## config.mk

```make
export PLATFORM = sky130hd
export DESIGN_NAME = gcd_req_sequencer
export DESIGN_NICKNAME = d
export VERILOG_FILES = /design/src/rtl/gcd_pkg.sv /design/src/rtl/gcd_fifo.sv /design/src/rtl/gcd_req_sequencer.sv
export SDC_FILE = /design/constraint.sdc
export NUM_CORES = 1
export LEC_CHECK = 0
export CAP_MARGIN = 15
export CELL_PAD_IN_SITES_DETAIL_PLACEMENT = 1
export CELL_PAD_IN_SITES_GLOBAL_PLACEMENT = 2
export CORE_ASPECT_RATIO = 1.5
export CORE_MARGIN = 2
export CORE_UTILIZATION = 37
export CTS_CLUSTER_DIAMETER = 30
export DETAILED_ROUTE_END_ITERATION = 10
export GPL_ROUTABILITY_DRIVEN = 0
export PLACE_DENSITY_LB_ADDON = 0.1
export SYNTH_ARGS = -nofsm -noshare
export SYNTH_HDL_FRONTEND = slang
export SYNTH_SLANG_ARGS = --single-unit
```

## constraint.sdc

```tcl
create_clock -name clk -period 3 [get_ports clk]
set_clock_uncertainty 0.05 [all_clocks]
set_input_delay 0.6 -clock clk [delete_from_list [all_inputs] [get_ports clk]]
set_output_delay 0.6 -clock clk [all_outputs]
set_load 0.05 [all_outputs]
```

## src/rtl/gcd_pkg.sv

```systemverilog
// Shared types and defaults for the GCD request sequencer and its FIFO.
`timescale 1ns/1ps
package gcd_pkg;

  localparam int OP_SZ = 8;

  typedef enum logic [1:0] {
    IDLE  = 2'd0,
    ISSUE = 2'd1,
    WAIT  = 2'd2,
    RESP  = 2'd3
  } gcd_seq_state_t;

endpackage

```

## src/rtl/gcd_fifo.sv

```systemverilog
// Small power-of-two FIFO holding operand pairs.
// Count, full and empty are registered so that consumers see no combinational path from pop.
`timescale 1ns/1ps
module gcd_fifo #(
  parameter int WIDTH = 16,
  parameter int DEPTH = 4
) (
  input  logic                     clk,
  input  logic                     rst,
  input  logic                     push_i,
  input  logic [WIDTH-1:0]         push_data_i,
  input  logic                     pop_i,
  output logic [WIDTH-1:0]         head_o,
  output logic [$clog2(DEPTH):0]   count_o,
  output logic                     full_o,
  output logic                     empty_o
);

  localparam int PW = $clog2(DEPTH);

  logic [WIDTH-1:0] mem_q [DEPTH];
  logic [PW-1:0]    wptr_q, wptr_d;
  logic [PW-1:0]    rptr_q, rptr_d;
  logic [PW:0]      count_q, count_d;
  logic             full_q, empty_q;
  logic             doPush, doPop;

  assign doPush = push_i && !full_q;
  assign doPop  = pop_i && !empty_q;

  always_comb begin
    wptr_d  = wptr_q;
    rptr_d  = rptr_q;
    count_d = count_q;
    if (doPush) wptr_d = wptr_q + PW'(1);
    if (doPop)  rptr_d = rptr_q + PW'(1);
    case ({doPush, doPop})
      2'b10:   count_d = count_q + (PW+1)'(1);
      2'b01:   count_d = count_q - (PW+1)'(1);
      default: count_d = count_q;
    endcase
  end

  always_ff @(posedge clk or negedge rst) begin
    if (!rst) begin
      wptr_q  <= '0;
      rptr_q  <= '0;
      count_q <= '0;
      full_q  <= 1'b0;
      empty_q <= 1'b1;
    end else begin
      wptr_q  <= wptr_d;
      rptr_q  <= rptr_d;
      count_q <= count_d;
      full_q  <= (count_d == (PW+1)'(DEPTH));
      empty_q <= (count_d == '0);
    end
  end

  // Storage needs no reset; the head is only meaningful while not empty.
  always_ff @(posedge clk) begin
    if (doPush) mem_q[wptr_q] <= push_data_i;
  end

  assign head_o  = mem_q[rptr_q];
  assign count_o = count_q;
  assign full_o  = full_q;
  assign empty_o = empty_q;

endmodule

```

## src/rtl/gcd_req_sequencer.sv

```systemverilog
// Buffers operand pairs, issues them one at a time to the GCD core and returns results.
// Pairs with a zero operand are answered locally as a|b without starting the core.
`timescale 1ns/1ps
module gcd_req_sequencer
  import gcd_pkg::*;
#(
  parameter int op_sz = OP_SZ,
  parameter int DEPTH = 4
) (
  input  logic             clk,
  input  logic             rst,
  input  logic             in_valid,
  output logic             in_ready,
  input  logic [op_sz-1:0] in_a,
  input  logic [op_sz-1:0] in_b,
  output logic             out_valid,
  input  logic             out_ready,
  output logic [op_sz-1:0] out_a,
  output logic [op_sz-1:0] out_b,
  output logic [op_sz-1:0] out_res,
  output logic [op_sz-1:0] gcd_a,
  output logic [op_sz-1:0] gcd_b,
  output logic             gcd_start,
  input  logic [op_sz-1:0] gcd_res,
  input  logic             gcd_done,
  output logic             busy
);

  gcd_seq_state_t            state_q, state_d;
  logic [op_sz-1:0]          res_q, res_d;
  logic [2*op_sz-1:0]        head;
  logic [op_sz-1:0]          headA, headB;
  logic [$clog2(DEPTH):0]    fifoCount;
  logic                      fifoFull, fifoEmpty;
  logic                      popResult;

  assign popResult = (state_q == RESP) && out_ready;

  gcd_fifo #(
    .WIDTH (2*op_sz),
    .DEPTH (DEPTH)
  ) u_fifo (
    .clk         (clk),
    .rst         (rst),
    .push_i      (in_valid),
    .push_data_i ({in_a, in_b}),
    .pop_i       (popResult),
    .head_o      (head),
    .count_o     (fifoCount),
    .full_o      (fifoFull),
    .empty_o     (fifoEmpty)
  );

  assign headA = head[2*op_sz-1:op_sz];
  assign headB = head[op_sz-1:0];

  always_ff @(posedge clk or negedge rst) begin
    if (!rst) begin
      state_q <= IDLE;
      res_q   <= '0;
    end else begin
      state_q <= state_d;
      res_q   <= res_d;
    end
  end

  // gcd_done only matters in WAIT; anything seen elsewhere is a stale or spurious pulse.
  always_comb begin
    state_d = state_q;
    res_d   = res_q;
    case (state_q)
      IDLE: begin
        if (!fifoEmpty) begin
          if (headA == '0 || headB == '0) begin
            res_d   = headA | headB;
            state_d = RESP;
          end else begin
            state_d = ISSUE;
          end
        end
      end
      ISSUE: state_d = WAIT;
      WAIT: begin
        if (gcd_done) begin
          res_d   = gcd_res;
          state_d = RESP;
        end
      end
      RESP: begin
        if (out_ready) state_d = IDLE;
      end
      default: state_d = IDLE;
    endcase
  end

  always_comb begin
    gcd_start = (state_q == ISSUE);
    out_valid = (state_q == RESP);
    busy      = (state_q != IDLE) || (fifoCount != '0);
  end

  assign in_ready = !fifoFull;
  assign gcd_a    = headA;
  assign gcd_b    = headB;
  assign out_a    = headA;
  assign out_b    = headB;
  assign out_res  = res_q;

endmodule

```

==> metrics <==
post-CTS setup buffer count 0; Setup CP Type flop to output port; CP Launch Type flop; unrepaired setup endpoints after global routing false; commonest non-fill, non-tap cell in the layout edfxtp_1; Synth Area in Compound Gates 2.83%; simple logic cell fraction of the synthesized area 6.07%; Synth Area per Inst 17.3 um2; Setup Total Neg Slack 0 ns; synth unique cells 35; YS warnings 0; # IOs 73; largest net degree at the start of global routing 20; min-delay worst type flop to flop; max frequency 373 MHz; final hold vios 0; r2r setup slk 0.33 ns; mux contribution to synthesized area 14.0%; total clock sinks 83; number of global-route vias before repair 2168; R2R cell count 6; Slew Viols, Final 0; CTS tree yes; number of flops mapped to enable cells by yosys 64; WHS Path Cells 1; Hold Crit Start u_fifo.count_o[2]$_DFF_PN0_; Worst Path Required 2.35 ns; hold_buf cts 0; worst-path fanout max 4; initial antenna violation count 0; final setup fails 0; layout net count 322; Max-slew headroom 66.0%; combinational family with the most area after synthesis multiplexers; gr ovfl total 0; DRC viols 0; Via density 4.88; Post-Synth XOR/XNOR Area 1.45%; CTS clk-pin slew, worst paths 0.06 ns; Area Growth Syn to Fin 28.0%; Synth Register Bits 83; antenna diode count 0; drt pass-1 iters 4; Max-cap violations 0; Global Route Usage Sum 15.8%; Worst Setup End Kind output port; post-synthesis cell count 210; commonest cells after routing, fill and taps aside edfxtp_1, buf_4, clkdlybuf4s50_1; number of CTS-inserted buffers 9; Post-Route WL 7610 um; ys async rst share 22.9%; status finished clean; Syn Nets 250; Top FF cell, synth edfxtp_1; PostCTS Resize Cnt 1; mean routed wirelength per cell 18.9 um; CTS Buffer Depth 2; r2r endpoint out_res[2]$_DFFE_PN0P_; reg-to-reg startpoint u_fifo.rptr_q[0]$_DFFE_PN0P_; share of cells above drive strength 1 30.3%; Fill cells 930; first-pass GRT wire length 12200 um; Detailed Place HPWL 5320 um; fin crit period 2.68 ns; Synth Cell Area 3630 um2; Die Area 10600 um2; Worst EP arrival 2.03 ns; Slew @ Worst Pin 0.504 ns; post-synthesis sequential area ratio 66.1%; chip width 84.8 um; Initial Utilization 37.6%; post-route clock period utilization 89.3%; Antenna Violating Nets Remaining 0; Post-Synth Adder-Cell Area 4.00%; row cnt 44; clk_lat worst skew 0.34 ns; Die Y 125 um; starting DRC count in detailed routing 55; H-tree depth 3; via count 1962; core area 9630 um2; PortBufs 72; Clock Tree Root clkbuf_16; Endpoint, Worst Hold u_fifo.count_o[2]$_DFF_PN0_
## critical path: stages, from the launching register on
cell and delay [ns]:
dfrtp_1 0.40, inv_1 0.14, ha_1 0.29, or4b_1 0.44, dlygate4sd2_1 0.43
## sequential cells by signal, summed over array words and instances, names as in the netlist
name and cells:
out_res 8, state_q 2, u_fifo.count_o 3, u_fifo.empty_o 1
u_fifo.full_o 1, u_fifo.mem_q 64, u_fifo.rptr_q 2, u_fifo.wptr_q 2
## cell type report
class                           count  area (um2)  share of cell area [%]
Tap cell                          115         144                    3.10
Sequential cell                    83        2400                    51.7
Timing Repair Buffer               84         742                    16.0
Clock inverter                      7        75.1                    1.62
Multi-Input combinational cell     96        1030                    22.1
Inverter                            8        30.0                   0.647
Clock buffer                        9         225                    4.85
## worst max path at each step
stage / from / end / slack [ns] / depth (start not counted)
finish: state_q[0]$_DFFE_PN0P_ / busy / 0.32 / 4
global route: u_fifo.rptr_q[0]$_DFFE_PN0P_ / out_res[2]$_DFFE_PN0P_ / 0.20 / 6
CTS: state_q[0]$_DFFE_PN0P_ / busy / 0.27 / 4
detailed placement: out_ready / u_fifo.full_o$_DFF_PN0_ / 0.14 / 7
global placement: out_ready / u_fifo.full_o$_DFF_PN0_ / 0.17 / 7
floorplan: u_fifo.rptr_q[1]$_DFFE_PN0P_ / out_res[0]$_DFFE_PN0P_ / 0.25 / 7
## cell usage after synthesis (all sizes together), types with 4 or more instances
library cell  instances  area (um2)
and2                  4        25.0
buf                  19         156
clkbuf                4        15.0
dfrtp                18         450
edfxtp               64        1920
ha                   10         125
inv                   8        30.0
mux2                  9         131
mux4                 16         375
nand2                13        51.3
nor2                 11        41.3
nor4                  4        61.3
o21ai                12        60.1
xnor2                 4        35.0
## stage by stage
stage               worst slack, ns  cell area (um2)  utilization, %  hold WS, ns  instances
detailed placement            0.139             4340            45.1        0.454        386
global route                  0.197             4640            48.2        0.493        402
CTS                           0.273             4640            48.2        0.466        402
floorplan                     0.252             3630               -        0.254        210
finish                        0.322             4640            48.2        0.457        402
global placement              0.168             4340            45.1        0.450        386
## cell families after synthesis
family / after synthesis
multiplexers: 25
flip-flops: 83
buffers and inverters: 31
XOR/XNOR: 6
AO/OA/AOI/OAI: 16
AND/OR/NAND/NOR: 38
adder cells (fa/ha/maj): 11
## routing by layer
layer  wire (um)  global-route usage (%)  vias to the layer above
li1            -                       -                      916
met1        3210                    19.8                      984
met2        3950                    25.9                       53
met3         295                    3.30                        9
met4         160                    7.66                        0
met5           0                       0                        -
Power is left out: the tool's default activity adds up to more than one toggle a clock period on the data nets, which glitch-free logic cannot reach.
